`config.mk`:
```
export PLATFORM = sky130hd
export DESIGN_NAME = fba_adder_pipe
export DESIGN_NICKNAME = d
export VERILOG_FILES = /design/src/rtl/fba_adder_pipe.sv
export SDC_FILE = /design/constraint.sdc
export NUM_CORES = 1
export LEC_CHECK = 0
export ABC_AREA = 1
export ABC_CLOCK_PERIOD_IN_PS = 4300
export CAP_MARGIN = 20
export CORE_MARGIN = 2
export CORE_UTILIZATION = 57
export DETAILED_ROUTE_END_ITERATION = 8
export GPL_ROUTABILITY_DRIVEN = 0
export PLACE_DENSITY = 0.84
export RECOVER_POWER = 100
export SYNTH_ARGS = -nofsm -noshare
export SYNTH_HDL_FRONTEND = slang
export SYNTH_SLANG_ARGS = --single-unit
```
`constraint.sdc`:
```
create_clock -name clk_i -period 4.3 [get_ports clk_i]
set_clock_uncertainty 0.2 [all_clocks]
set_input_delay 0.645 -clock clk_i [delete_from_list [all_inputs] [get_ports clk_i]]
set_output_delay 0.645 -clock clk_i [all_outputs]
set_load 0.05 [all_outputs]
```
`src/rtl/fba_adder_pipe.sv`:
```
// fba_adder_pipe: two-stage valid/ready pipelined fixed-bounding approximate adder.
// The low k bits (k programmable, 0..K) use the bounding approximation; the
// upper bits use an exact adder. k = 0 gives an exact W-bit add with carry in.
// Optional macro FBA_ERR_MON_EN adds an error monitor (err_clr_i/err_cnt_o/
// err_acc_o) that counts inexact results and accumulates |exact - approx|.
module fba_adder_pipe #(
  parameter int W     = 16,
  parameter int K     = 8,
  parameter int KW    = 4,
  parameter int ACC_W = 32
) (
  input  logic          clk_i,
  input  logic          rst_ni,
  input  logic          cfg_we_i,
  input  logic [KW-1:0] cfg_k_i,
  output logic [KW-1:0] cfg_k_q_o,
  input  logic          in_valid_i,
  output logic          in_ready_o,
  input  logic [W-1:0]  a_i,
  input  logic [W-1:0]  b_i,
  input  logic          cin_i,
  output logic          out_valid_o,
  input  logic          out_ready_i,
  output logic [W-1:0]  y_o,
  output logic          cout_o
`ifdef FBA_ERR_MON_EN
  ,
  input  logic             err_clr_i,
  output logic [31:0]      err_cnt_o,
  output logic [ACC_W-1:0] err_acc_o
`endif
);

  logic [KW-1:0] cfg_k_q, cfg_k_d;

  logic          s1_valid_q;
  logic [W-1:0]  s1_a_q, s1_b_q;
  logic          s1_cin_q;
  logic [KW-1:0] s1_k_q;

  logic          s2_valid_q;
  logic [W-1:0]  s2_y_q;
  logic          s2_cout_q;

  logic          s1_ld, s2_ld;

  logic [W-1:0]  lo_mask;
  logic          cin_eff;
  logic [W:0]    sum_hi;
  logic [W-1:0]  both_lo;
  logic [W-1:0]  fill_lo;
  logic [W-1:0]  y_d;
  logic          cout_d;

  // Handshake: a stage loads when empty or when its content moves on.
  always_comb begin
    s2_ld      = !s2_valid_q || out_ready_i;
    s1_ld      = !s1_valid_q || s2_ld;
    in_ready_o = s1_ld;
  end

  // Configuration next value, saturated to the largest supported width.
  always_comb begin
    cfg_k_d = cfg_k_q;
    if (cfg_we_i) begin
      cfg_k_d = (cfg_k_i > KW'(K)) ? KW'(K) : cfg_k_i;
    end
  end

  // Active approximation width register.
  always_ff @(posedge clk_i or negedge rst_ni) begin
    if (!rst_ni) begin
      cfg_k_q <= KW'(K);
    end else begin
      cfg_k_q <= cfg_k_d;
    end
  end

  assign cfg_k_q_o = cfg_k_q;

  // Stage 1: capture operands together with the k they were accepted under.
  always_ff @(posedge clk_i or negedge rst_ni) begin
    if (!rst_ni) begin
      s1_valid_q <= 1'b0;
      s1_a_q     <= '0;
      s1_b_q     <= '0;
      s1_cin_q   <= 1'b0;
      s1_k_q     <= '0;
    end else if (s1_ld) begin
      s1_valid_q <= in_valid_i;
      if (in_valid_i) begin
        s1_a_q   <= a_i;
        s1_b_q   <= b_i;
        s1_cin_q <= cin_i;
        s1_k_q   <= cfg_k_q;
      end
    end
  end

  // Bounding adder: exact upper field, OR/fill lower field, no carry between them.
  always_comb begin
    logic run;
    lo_mask = (W'(1) << s1_k_q) - W'(1);
    cin_eff = (s1_k_q == '0) ? s1_cin_q : 1'b0;
    sum_hi  = {1'b0, s1_a_q & ~lo_mask} + {1'b0, s1_b_q & ~lo_mask} + {{W{1'b0}}, cin_eff};
    both_lo = s1_a_q & s1_b_q & lo_mask;
    fill_lo = '0;
    run     = 1'b0;
    // Every bit at or below the highest generate position becomes 1.
    for (int j = W - 1; j >= 0; j--) begin
      run        = run | both_lo[j];
      fill_lo[j] = run;
    end
    y_d    = sum_hi[W-1:0] | ((s1_a_q | s1_b_q | fill_lo) & lo_mask);
    cout_d = sum_hi[W];
  end

  // Stage 2: result register, held while the consumer stalls.
  always_ff @(posedge clk_i or negedge rst_ni) begin
    if (!rst_ni) begin
      s2_valid_q <= 1'b0;
      s2_y_q     <= '0;
      s2_cout_q  <= 1'b0;
    end else if (s2_ld) begin
      s2_valid_q <= s1_valid_q;
      if (s1_valid_q) begin
        s2_y_q    <= y_d;
        s2_cout_q <= cout_d;
      end
    end
  end

  assign out_valid_o = s2_valid_q;
  assign y_o         = s2_y_q;
  assign cout_o      = s2_cout_q;

`ifdef FBA_ERR_MON_EN
  logic [W:0]       exact_sum;
  logic [W:0]       approx_sum;
  logic [W:0]       err_abs;
  logic [ACC_W:0]   acc_sum;
  logic [31:0]      err_cnt_q, err_cnt_d;
  logic [ACC_W-1:0] err_acc_q, err_acc_d;

  // Error of the result entering stage 2, and saturating counter updates.
  always_comb begin
    exact_sum  = {1'b0, s1_a_q} + {1'b0, s1_b_q} + {{W{1'b0}}, cin_eff};
    approx_sum = {cout_d, y_d};
    err_abs    = (exact_sum >= approx_sum) ? (exact_sum - approx_sum)
                                           : (approx_sum - exact_sum);
    acc_sum    = {1'b0, err_acc_q} + (ACC_W+1)'(err_abs);
    err_cnt_d  = err_cnt_q;
    err_acc_d  = err_acc_q;
    if (err_clr_i) begin
      err_cnt_d = '0;
      err_acc_d = '0;
    end else if (s2_ld && s1_valid_q) begin
      if ((err_abs != '0) && (err_cnt_q != '1)) begin
        err_cnt_d = err_cnt_q + 32'd1;
      end
      err_acc_d = acc_sum[ACC_W] ? '1 : acc_sum[ACC_W-1:0];
    end
  end

  // Monitor counters.
  always_ff @(posedge clk_i or negedge rst_ni) begin
    if (!rst_ni) begin
      err_cnt_q <= '0;
      err_acc_q <= '0;
    end else begin
      err_cnt_q <= err_cnt_d;
      err_acc_q <= err_acc_d;
    end
  end

  assign err_cnt_o = err_cnt_q;
  assign err_acc_o = err_acc_q;
`endif

endmodule

```
==> summary.md, run 1 <==
| Metric | Value |
|---|---|
| Netlist cell types | 38 |
| WHS | 287 ps |
| Die Area | 7150 um2 |
| Clock period minus worst slack | 3720 ps |
| Final Setup Violations | 0 |
| Crit path DAT | 3760 ps |
| Synthesis-to-layout area growth | 23.7% |
| Placed cell count | 611 |
| IO buf count | 64 |
| IO Pins | 65 |
| Count leader, synth | nand2_1 |
| WP depth | 21 |
| Crit-path cells | nor2_1, nand3_1, ha_1, inv_1, a21oi_1, nand4_1, nand2_1, inv_1, nor2_1, ha_1, nand2_1, nor2_1, inv_1, o211ai_1, nand2_1, nand2_1, nand3_1, nand2_1, nand2_1, nand3_1, nand2_1 |
| Number of global-route vias before repair | 3215 |
| Num Clock Sinks | 60 |
| CP endpoint kind | flip-flop |
| Syn_area_per_cell | 7.64 um2 |
| Number of remaining DRC errors | 0 |
| Critical path destination | y_o[15]$_DFFE_PN0P_ |
| Post-synth top area share | 39.9% |
| FMAX | 269 MHz |
| Final core utilization | 72.5% |
| Setup crit start | s1_k_q[3]$_DFFE_PN0P_ |
| Worst-Margin Slew | 1900 ps |
| CTS Buf Count | 9 |
| Max Slew Vio Count | 122 |
| Failing checks | capacitance limit, slew limit |
| WS Path Type | flip-flop to flip-flop |
| Clock Tree Root | clkbuf_8 |
| Max incr delay on CP | 520 ps |
| Worst-path clk slew | 70 ps |
| H-Tree Depth | 3 |
| R2r endpoint | y_o[15]$_DFFE_PN0P_ |
| Sequential area share after synthesis | 40.6% |
| Max Buffers Root-to-Sink | 2 |
| Status | complete, but fails checks |
| Rows | 29 |
| Cell family with most CP delay | simple AND/OR/NAND/NOR gates |
| Initial antenna violation count | 0 |
| Yosys Warn Count | 0 |
| Worst skew pair latency | 350 ps |
| DRT iter0 DRCs | 331 |
| Slowest CP cell | dfrtp_1 |
| Cell taking the most area after synthesis | dfrtp_1 |
| Hpwl dp | 6.50 mm |
| Core footprint | 6310 um2 |
| TritonCTS clock tree | yes |
| VDD IR max | 605 uV |
| CP max FO | 10 |
| Setup_tns | 0 ps |
| Min-Delay Path Depth | 2 |
| Post-Layout Cell Count | 628 |
| Post-Route WL | 8.60 mm |
| Asr flop ratio synth | 100% |
| Synthesized flop and latch total | 60 |
| Final hold violation count | 0 |
| Buf/Inv on CP | 3 |
| Width of the die | 84.6 um |
| Via Count | 3426 |
| Post-route clock period utilization | 86.6% |
| Routed vias/inst | 5.46 |
| Synth Instances | 484 |
| FF-to-FF setup slack | 580 ps |
| Post-Syn Nets | 544 |
| Number of enable flip-flop cells after synthesis | 0 |
| Die Y | 84.6 um |
| Max_cap viols | 3 |
| Avg WL per Cell | 13.7 um |
| Overflow after GRT | 0 |
| Pwr dens | 574 nW/um2 |
| RSZ-0062 raised after global routing | false |
| Initial DRT Pass Iterations | 5 |
| N_diodes | 0 |
| Final nets | 606 |
| Required @ worst endpoint | 4340 ps |
| Slew HR | -27.0% |
| Worst R2R Path Depth | 21 |
| Final Cell Area | 4580 um2 |
| Post CTS Setup Buffer Count | 0 |
| Gr usage total | 25.6% |
| Initial Util | 58.6% |
| Share of layout cells above drive strength 1 | 7.44% |
| Post-DP Area | 4370 um2 |
| R2R Path Start | s1_k_q[3]$_DFFE_PN0P_ |
| Post-route ant nets | 0 |
| Global-route wire length before repair | 14.6 mm |
| Startpoint Class | flip-flop |
| Post-Syn Area | 3700 um2 |
| Static leakage | 2.28 nW |
| Most frequent cells after synthesis | 82 x nand2_1, 75 x nor2_1, 66 x inv_1 |
| Largest net degree at the start of global routing | 68 |
| Synth top area cells | dfrtp_1 40%, nand2_1 8.3%, nor2_1 7.6% |
| Synth Flop Type | dfrtp_1 |
| CTS resizes | 0 |
| Crit path top cell by count | nand2_1 |
| Tightest Hold Check Type | flip-flop to flip-flop |
| Hold-fix buffers, CTS | 0 |
## cell usage in the layout (no fill, tap or decap), types with 2 or more instances in the layout
master,synthesis,final
a21o_1,2,2
a21oi_1,44,45
a31oi_1,12,12
bufinv_16,0,2
clkbuf_1,11,3
clkbuf_8,0,11
clkdlybuf4s50_1,0,38
dfrtp_1,59,59
dlygate4sd3_1,0,25
fa_1,2,2
ha_1,16,16
inv_1,66,66
inv_2,6,6
mux2_2,8,8
nand2_1,82,82
nand3_1,30,30
nand3_2,2,2
nand4_2,2,2
nor2_1,75,78
nor2_2,3,2
nor3_1,6,6
o21ai_0,18,20
o21ai_1,5,3
o31ai_1,2,2
xnor2_1,5,5
xor2_1,8,8
## cell type report
| cell class | instances | area (um2) |
|---|---|---|
| clock buffer | 12 | 155 |
| clock inverter | 4 | 72.6 |
| fill | 505 | 1740 |
| inverter | 72 | 270 |
| multi-input combinational | 337 | 1830 |
| sequential | 60 | 1500 |
| tap | 77 | 96.3 |
| timing repair buffer | 66 | 651 |
## where the power goes
part / internal, W / switching, W
clock network: 0.000357 / 0.000224
logic: 0.000429 / 0.000834
registers: 0.000696 / 0.0000871
total: 0.00148 / 0.00114
## cells by family after synthesis
group	count (synthesis)	share of synthesized area (%)
multiplexers	8	2.43
flip-flops	60	40.6
AND/OR/NAND/NOR	208	24.6
XOR/XNOR	13	3.08
adder cells (fa/ha/maj)	18	6.49
AO/OA/AOI/OAI	90	13.5
buffers and inverters	87	9.37
## worst min-delay path, delay by kind of cell (launching register included)
family        cells  cell delay, ps
simple gates      2             110
flops             1             350
## how the worst min path moves through the flow
stage / startpoint / to
after detailed placement: y_o[15]$_DFFE_PN0P_ / y_o[15]$_DFFE_PN0P_
after global placement: y_o[11]$_DFFE_PN0P_ / y_o[11]$_DFFE_PN0P_
after CTS: rst_ni / y_o[6]$_DFFE_PN0P_
final: y_o[15]$_DFFE_PN0P_ / y_o[15]$_DFFE_PN0P_
after floorplan: rst_ni / cfg_k_q_o[0]$_DFFE_PN0P_
after global routing: y_o[15]$_DFFE_PN0P_ / y_o[15]$_DFFE_PN0P_
## layer usage
metal / share of wire [%] / up-vias / global-route usage [%]
li1: - / 1684 / -
met1: 42 / 1589 / 31.8
met2: 51 / 136 / 43.8
met3: 5.8 / 17 / 6.19
met4: 2.1 / 0 / 8.95
met5: 0 / - / 0
## registers in the layout (all words and copies together) (netlist names)
register,count
s1_valid_q,1
cout_o,1
s1_cin_q,1
out_valid_o,1
s1_k_q,4
cfg_k_q_o,4
s1_b_q,16
s1_a_q,16
y_o,16
## metrics by stage
step	total power, W	setup slack, ps
after detailed placement	0.00208	957
after global routing	0.00279	338
final	0.00263	578
after floorplan	0.00171	1370
after CTS	0.00266	898
after global placement	0.00204	1120
Note: power is estimated with default switching activity, not from simulation.
==> run 2, diff against run 1 <==
--- a/config.mk
+++ b/config.mk
@@ -13,7 +13,6 @@
 export DETAILED_ROUTE_END_ITERATION = 8
 export GPL_ROUTABILITY_DRIVEN = 0
 export PLACE_DENSITY = 0.84
-export RECOVER_POWER = 100
 export SYNTH_ARGS = -nofsm -noshare
 export SYNTH_HDL_FRONTEND = slang
 export SYNTH_SLANG_ARGS = --single-unit
==> summary.md, run 2 (synthesis gave the netlist of run 1 again) <==
| Metric | Value |
|---|---|
| Status | complete, no violations |
| Post-route clock period utilization | 80.5% (-6.1 points) |
| R2r endpoint | y_o[15]$_DFFE_PN0P_ |
| Final hold violation count | 0 (unchanged) |
| Share of layout cells above drive strength 1 | 8.89% (+1.5 points) |
| Largest net degree at the start of global routing | 68 (unchanged) |
| Most common cell after layout, fill and taps aside | nand2_1 |
| Int Pwr | 0.00152 W (+2.3%) |
| Max_cap viols | 0 (-3) |
| Synthesis-to-layout area growth | 24.7% |
| Global-route wire length before repair | 14.6 mm (unchanged) |
| Initial antenna violation count | 0 (unchanged) |
| Worst-Margin Slew | 656 ps (-1250 ps) |
| Most frequent cells in the layout | 81 x nand2_1, 75 x nor2_1, 66 x inv_1 |
| Via Count | 3418 (-0.23%) |
| Die Area | 7150 um2 (unchanged) |
| CTS Buf Count | 9 (unchanged) |
| RSZ-0062 raised after global routing | false |
| IO buf count | 64 (unchanged) |
| N_diodes | 0 (unchanged) |
| Die Y | 84.6 um (unchanged) |
| Net switching power | 0.00115 W (+0.68%) |
| Initial DRT Pass Iterations | 5 (unchanged) |
| CP max FO | 10 (unchanged) |
| Post-route setup slack | 840 ps (+262 ps) |
| R2R Path Start | s1_k_q[3]$_DFFE_PN0P_ |
| Avg WL per Cell | 13.6 um (-0.47%) |
| Number of global-route vias before repair | 3215 (unchanged) |
| Routed vias/inst | 5.44 (-0.23%) |
| CTS resizes | 0 (unchanged) |
| Crit path DAT | 3500 ps (-260 ps) |
| Final nets | 606 (unchanged) |
| Number of remaining DRC errors | 0 (unchanged) |
| Width of the die | 84.6 um (unchanged) |
| WHS | 123 ps (-163 ps) |
| Filler instances | 497 (-1.6%) |
| Core footprint | 6310 um2 (unchanged) |
| FMAX | 289 MHz (+7.6%) |
| Max Buffers Root-to-Sink | 2 (unchanged) |
| Sequential Power Share | 29.5% (-0.3 points) |
| DRT iter0 DRCs | 326 (-1.5%) |
| Pwr dens | 578 nW/um2 (+0.79%) |
| Num Clock Sinks | 60 (unchanged) |
| Hpwl dp | 6.50 mm (unchanged) |
| Static leakage | 2.30 nW (+0.88%) |
| DP Worst Slack | 957 ps (unchanged) |
| Clock period minus worst slack | 3460 ps (-262 ps) |
| Gr usage total | 25.6% (unchanged) |
| Clock Power Share | 21.7% (-0.4 points) |
| Startpoint Class | flip-flop |
| Max Slew Vio Count | 0 (-100%) |
| Worst R2R Path Depth | 22 (+4.8%) |
| Overflow after GRT | 0 (unchanged) |
| Setup_tns | 0 ps (unchanged) |
| Sw Share | 43.2% (-0.39 points) |
| Required @ worst endpoint | 4340 ps (about the same) |
| Worst-path clk slew | 70 ps (about the same) |
| VDD IR max | 607 uV (+0.37%) |
| Tightest Hold Check Type | input port to asynchronous set/reset pin |
| Clock Tree Root | clkbuf_8 |
| FF-to-FF setup slack | 840 ps (+260 ps) |
| Gate power share | 48.8% (+0.7 points) |
| IO Pins | 65 (unchanged) |
| WS Path Type | flip-flop to flip-flop |
| Post-Route WL | 8.56 mm (-0.47%) |
| Rows | 29 (unchanged) |
| Hold-fix buffers, CTS | 0 (unchanged) |
| CP endpoint kind | flip-flop |
| H-Tree Depth | 3 (unchanged) |
| Final Setup Violations | 0 (unchanged) |
| Slew HR | 56.3% (+83 points) |
| Worst skew pair latency | 350 ps (about the same) |
| Post CTS Setup Buffer Count | 0 (unchanged) |
| Post-route ant nets | 0 (unchanged) |
| TritonCTS clock tree | yes |
| Initial Util | 58.6% (unchanged) |
## run 2: changes by cell type in the layout (fill, tap and decap cells not counted), moves of 2 or more
cell	previous run	this run
o21ai_1	3	5
nor2_4	1	3
o21ai_0	20	18
clkdlybuf4s50_1	38	63
dlygate4sd3_1	25	0
nor2_1	78	75
clkbuf_1	3	1
## run 2: how the worst max path moves through the flow
stage,slack [ps],cells past startpoint,to,startpoint
6_report,840,22,y_o[15]$_DFFE_PN0P_,s1_k_q[3]$_DFFE_PN0P_
5_1_grt,570,22,y_o[15]$_DFFE_PN0P_,s1_k_q[3]$_DFFE_PN0P_
4_1_cts,900,22,y_o[15]$_DFFE_PN0P_,s1_k_q[3]$_DFFE_PN0P_
3_5_place_dp,960,22,y_o[15]$_DFFE_PN0P_,s1_k_q[3]$_DFFE_PN0P_
3_3_place_gp,1120,22,y_o[15]$_DFFE_PN0P_,s1_k_q[3]$_DFFE_PN0P_
2_1_floorplan,1370,22,y_o[15]$_DFFE_PN0P_,s1_k_q[2]$_DFFE_PN0P_
## run 2: power groups by stage
stage	clock, W	combinational [W]	sequential, W
6_report	0.000579	0.00130	0.000789
5_1_grt	0.000611	0.00142	0.000805
4_1_cts	0.000585	0.00129	0.000789
3_5_place_dp	0	0.00128	0.000797
3_3_place_gp	0	0.00125	0.000792
2_1_floorplan	0	0.000666	0.00104
## run 2: critical path, stage by stage, from the launching register on
cell      delay (ps)
dfrtp_1          620
nor2_4           100
nand3_1          140
ha_1             240
inv_1            100
a21oi_2          150
nand3_1           80
nand2_1           90
nand2_1           60
inv_1             90
nor2_1            50
ha_1             370
nand2_1           80
nor2_1           160
inv_1             70
o211ai_1         260
nand2_1           80
nand2_1          100
nand3_1          100
nand2_1           70
nand2_1           50
nand3_1           60
nand2_1           50
## run 2: layout make-up
cell class                 count  area [um2]  area share [%]
clock inverter                 4        72.6            1.57
inverter                      72         270            5.86
tap                           77        96.3            2.09
timing repair buffer          66         663            14.4
clock buffer                  12         155            3.36
multi-input combinational    337        1850            40.2
sequential                    60        1500            32.6
## run 2: stage by stage
stage	instance area (um2)	power (W)	std cells	util, %
6_report	4610	0.00267	628	73.1
5_1_grt	4610	0.00283	628	73.1
4_1_cts	4590	0.00266	627	72.8
3_5_place_dp	4370	0.00208	611	69.1
3_3_place_gp	4370	0.00204	611	69.1
2_1_floorplan	3700	0.00171	484	-
## run 2: metal layers
metal	wire, um	share of wire, %	GRT usage [%]	vias up
met5	0	0	0	-
met4	180	2.1	8.95	0
met3	543	6.3	6.19	17
met2	4330	51	43.8	132
met1	3510	41	31.8	1586
li1	-	-	-	1683
==> run 3, diff against run 2 <==
--- a/config.mk
+++ b/config.mk
@@ -6,13 +6,13 @@
 export NUM_CORES = 1
 export LEC_CHECK = 0
 export ABC_AREA = 1
-export ABC_CLOCK_PERIOD_IN_PS = 4300
+export ABC_CLOCK_PERIOD_IN_PS = 3100
 export CAP_MARGIN = 20
 export CORE_MARGIN = 2
-export CORE_UTILIZATION = 57
+export CORE_UTILIZATION = 48
 export DETAILED_ROUTE_END_ITERATION = 8
 export GPL_ROUTABILITY_DRIVEN = 0
-export PLACE_DENSITY = 0.84
+export PLACE_DENSITY = 0.76
 export SYNTH_ARGS = -nofsm -noshare
 export SYNTH_HDL_FRONTEND = slang
 export SYNTH_SLANG_ARGS = --single-unit
==> constraint.sdc (replaced) <==
create_clock -name clk_i -period 3.1 [get_ports clk_i]
set_clock_uncertainty 0.2 [all_clocks]
set_input_delay 0.465 -clock clk_i [delete_from_list [all_inputs] [get_ports clk_i]]
set_output_delay 0.465 -clock clk_i [all_outputs]
set_load 0.05 [all_outputs]
==> summary.md, run 3 (synthesis gave the netlist of run 1 again) <==
| Metric | Value |
|---|---|
| Status | complete, no violations |
| Overflow after GRT | 0 (unchanged) |
| Buf/Inv on CP | 4 (+1) |
| Cell family with most CP delay | simple AND/OR/NAND/NOR gates |
| Clock period minus worst slack | 2930 ps (-534 ps) |
| Tightest Hold Check Type | flip-flop to flip-flop |
| Max Slew Vio Count | 0 (unchanged) |
| Worst R2R Path Depth | 21 (-4.5%) |
| Initial Util | 48.6% (-10 points) |
| IO Pins | 65 (unchanged) |
| WHS | 291 ps (+168 ps) |
| CP endpoint kind | flip-flop |
| Worst-Margin Slew | 504 ps (-153 ps) |
| Gr usage total | 21.7% (-3.9 points) |
| Max incr delay on CP | 410 ps (-210 ps) |
| DP Worst Slack | -52.7 ps (-1010 ps) |
| Reg area | 1510 um2 (+0.17%) |
| VDD IR max | 247 uV (-59%) |
| Post-route clock period utilization | 94.4% (+14 points) |
| Max_cap viols | 0 (unchanged) |
| Via Count | 3430 (+0.35%) |
| Final Setup Violations | 0 (unchanged) |
| N_diodes | 0 (unchanged) |
| Most common cell after layout, fill and taps aside | nand2_1 |
| Post-route setup slack | 174 ps (-666 ps) |
| Share of layout cells above drive strength 1 | 16.8% (+7.9 points) |
| TritonCTS clock tree | yes |
| Initial DRT Pass Iterations | 4 (-1) |
| Post-route ant nets | 0 (unchanged) |
| Number of global-route vias before repair | 3394 (+5.6%) |
| FMAX | 342 MHz (+18%) |
| Required @ worst endpoint | 3120 ps (-1220 ps) |
| Hold path startpoint | cfg_k_q_o[3]$_DFFE_PN1P_ |
| R2R Path Start | s1_k_q[3]$_DFFE_PN0P_ |
| Num Clock Sinks | 60 (unchanged) |
| Post-Route WL | 8.78 mm (+2.5%) |
| Synthesis-to-layout area growth | 32.0% |
| Placed cell count | 647 (+5.9%) |
| CP max FO | 9 (-1) |
| Crit path DAT | 2950 ps (-550 ps) |
| Largest net degree at the start of global routing | 47 (-31%) |
| DRT iter0 DRCs | 179 (-45%) |
| Min-Delay Path Depth | 2 |
| Max Buffers Root-to-Sink | 2 (unchanged) |
| Number of remaining DRC errors | 0 (unchanged) |
| Final core utilization | 64.2% (-8.9 points) |
| Clock Tree Root | clkbuf_8 |
| WS Path Type | flip-flop to flip-flop |
| Initial antenna violation count | 0 (unchanged) |
| Width of the die | 91.8 um (+8.5%) |
| Post-Layout Cell Count | 672 (+7.0%) |
| Routed vias/inst | 5.10 (-6.2%) |
| Worst skew pair latency | 340 ps (about the same) |
| Slew HR | 66.3% (+10 points) |
| Hpwl dp | 6.63 mm (+2.0%) |
| H-Tree Depth | 3 (unchanged) |
| Startpoint Class | flip-flop |
| Crit-path cells | buf_4, inv_2, nand2_2, nand2_1, nand3_2, nand2_2, nand2_1, inv_2, nor2_2, ha_4, nand2_1, nor2_2, inv_1, o211ai_1, nand2_1, nand2_2, nand3_2, nand2_1, nand2_1, nand3_1, nand2_1 |
| Avg WL per Cell | 13.1 um (-4.2%) |
| CTS Buf Count | 9 (unchanged) |
| Rows | 32 (+10%) |
| Final hold violation count | 0 (unchanged) |
| Final nets | 626 (+3.3%) |
| Global-route wire length before repair | 14.7 mm (+0.94%) |
| Slowest CP cell | dfrtp_1 |
| Core footprint | 7610 um2 (+20%) |
| IO buf count | 64 (unchanged) |
| Static leakage | 2.38 nW (+3.5%) |
| Most frequent cells in the layout | 73 x nand2_1, 70 x nor2_1, 63 x inv_1, 63 x clkdlybuf4s50_1, 57 x dfrtp_1 |
| Crit path top cell by count | nand2_1 |
| Multi-input logic area | 1980 um2 (+6.7%) |
| Filler instances | 650 (+31%) |
| Die Area | 8430 um2 (+18%) |
| Worst-path clk slew | 60 ps (about the same) |
| WP depth | 21 (-4.5%) |
| Setup crit start | s1_k_q[3]$_DFFE_PN0P_ |
| Die Y | 91.8 um (+8.5%) |
| Pwr dens | 756 nW/um2 (+31%) |
run 3: changes by cell type in the layout (fill, tap and decap cells not counted), sizes merged:
cell,delta
clkbuf,+1
buf,+19
clkinvlp,-1
dlygate4sd3,+1
clkinv,+1
bufinv,-2
run 3: per-layer routing:
layer,global-route usage [%],vias to the layer above,share of wire [%]
met3,4.52,16,4.7
li1,-,1723,-
met4,8.83,0,1.9
met1,26.2,1586,44
met2,37.7,105,49
met5,0,-,0
run 3: where the power goes:
part	leakage, nW	switching [W]	total [W]	internal (W)
clock network	0.0893	0.000288	0.000615	0.000327
logic	1.62	0.00123	0.00199	0.000761
registers	0.672	0.000117	0.00108	0.000967
total	2.38	0.00164	0.00369	0.00206
run 3: final timing paths:
check	end	slack [ps]
min reg2reg	cfg_k_q_o[3]$_DFFE_PN1P_	290
min	cfg_k_q_o[3]$_DFFE_PN1P_	290
max in group asynchronous	s1_k_q[0]$_DFFE_PN0P_	1640
min in group asynchronous	s1_b_q[15]$_DFFE_PN0P_	380
max reg2reg	y_o[15]$_DFFE_PN0P_	170
max	y_o[15]$_DFFE_PN0P_	170
run 3: worst reg2reg max path: cells and delay by family (launching register included):
kind | cells | cell delay, ps
buffers and inverters | 4 | 440
AO/OA/AOI/OAI | 1 | 250
flip-flops | 1 | 410
adder cells (fa/ha/maj) | 1 | 290
AND/OR/NAND/NOR | 15 | 1230
run 3: stage by stage:
stage | setup TNS, ps | total power [W] | cell area [um2]
6_report | 0 | 0.00369 | 4880
5_1_grt | -88.6 | 0.00395 | 4880
4_1_cts | 0 | 0.00355 | 4670
3_5_place_dp | -52.7 | 0.00292 | 4490
3_3_place_gp | 0 | 0.00288 | 4490
2_1_floorplan | 0 | 0.00237 | 3700
run 3: layout make-up:
cell class / instances / area share (%)
Multi-Input combinational cell: 337 / 40.5
Timing Repair Buffer: 86 / 17.0
Sequential cell: 60 / 30.8
Clock inverter: 2 / 0.205
Inverter: 72 / 5.64
Tap cell: 102 / 2.61
Clock buffer: 13 / 3.25
run 3: what timing repair did:
item,CTS,global route
buffers inserted,0,8
pin swaps,1,19
setup endpoints to repair,2,9
hold buffers,0,1
gates cloned,0,0
resized for setup,2,35
endpoints found under the hold margin,0,15
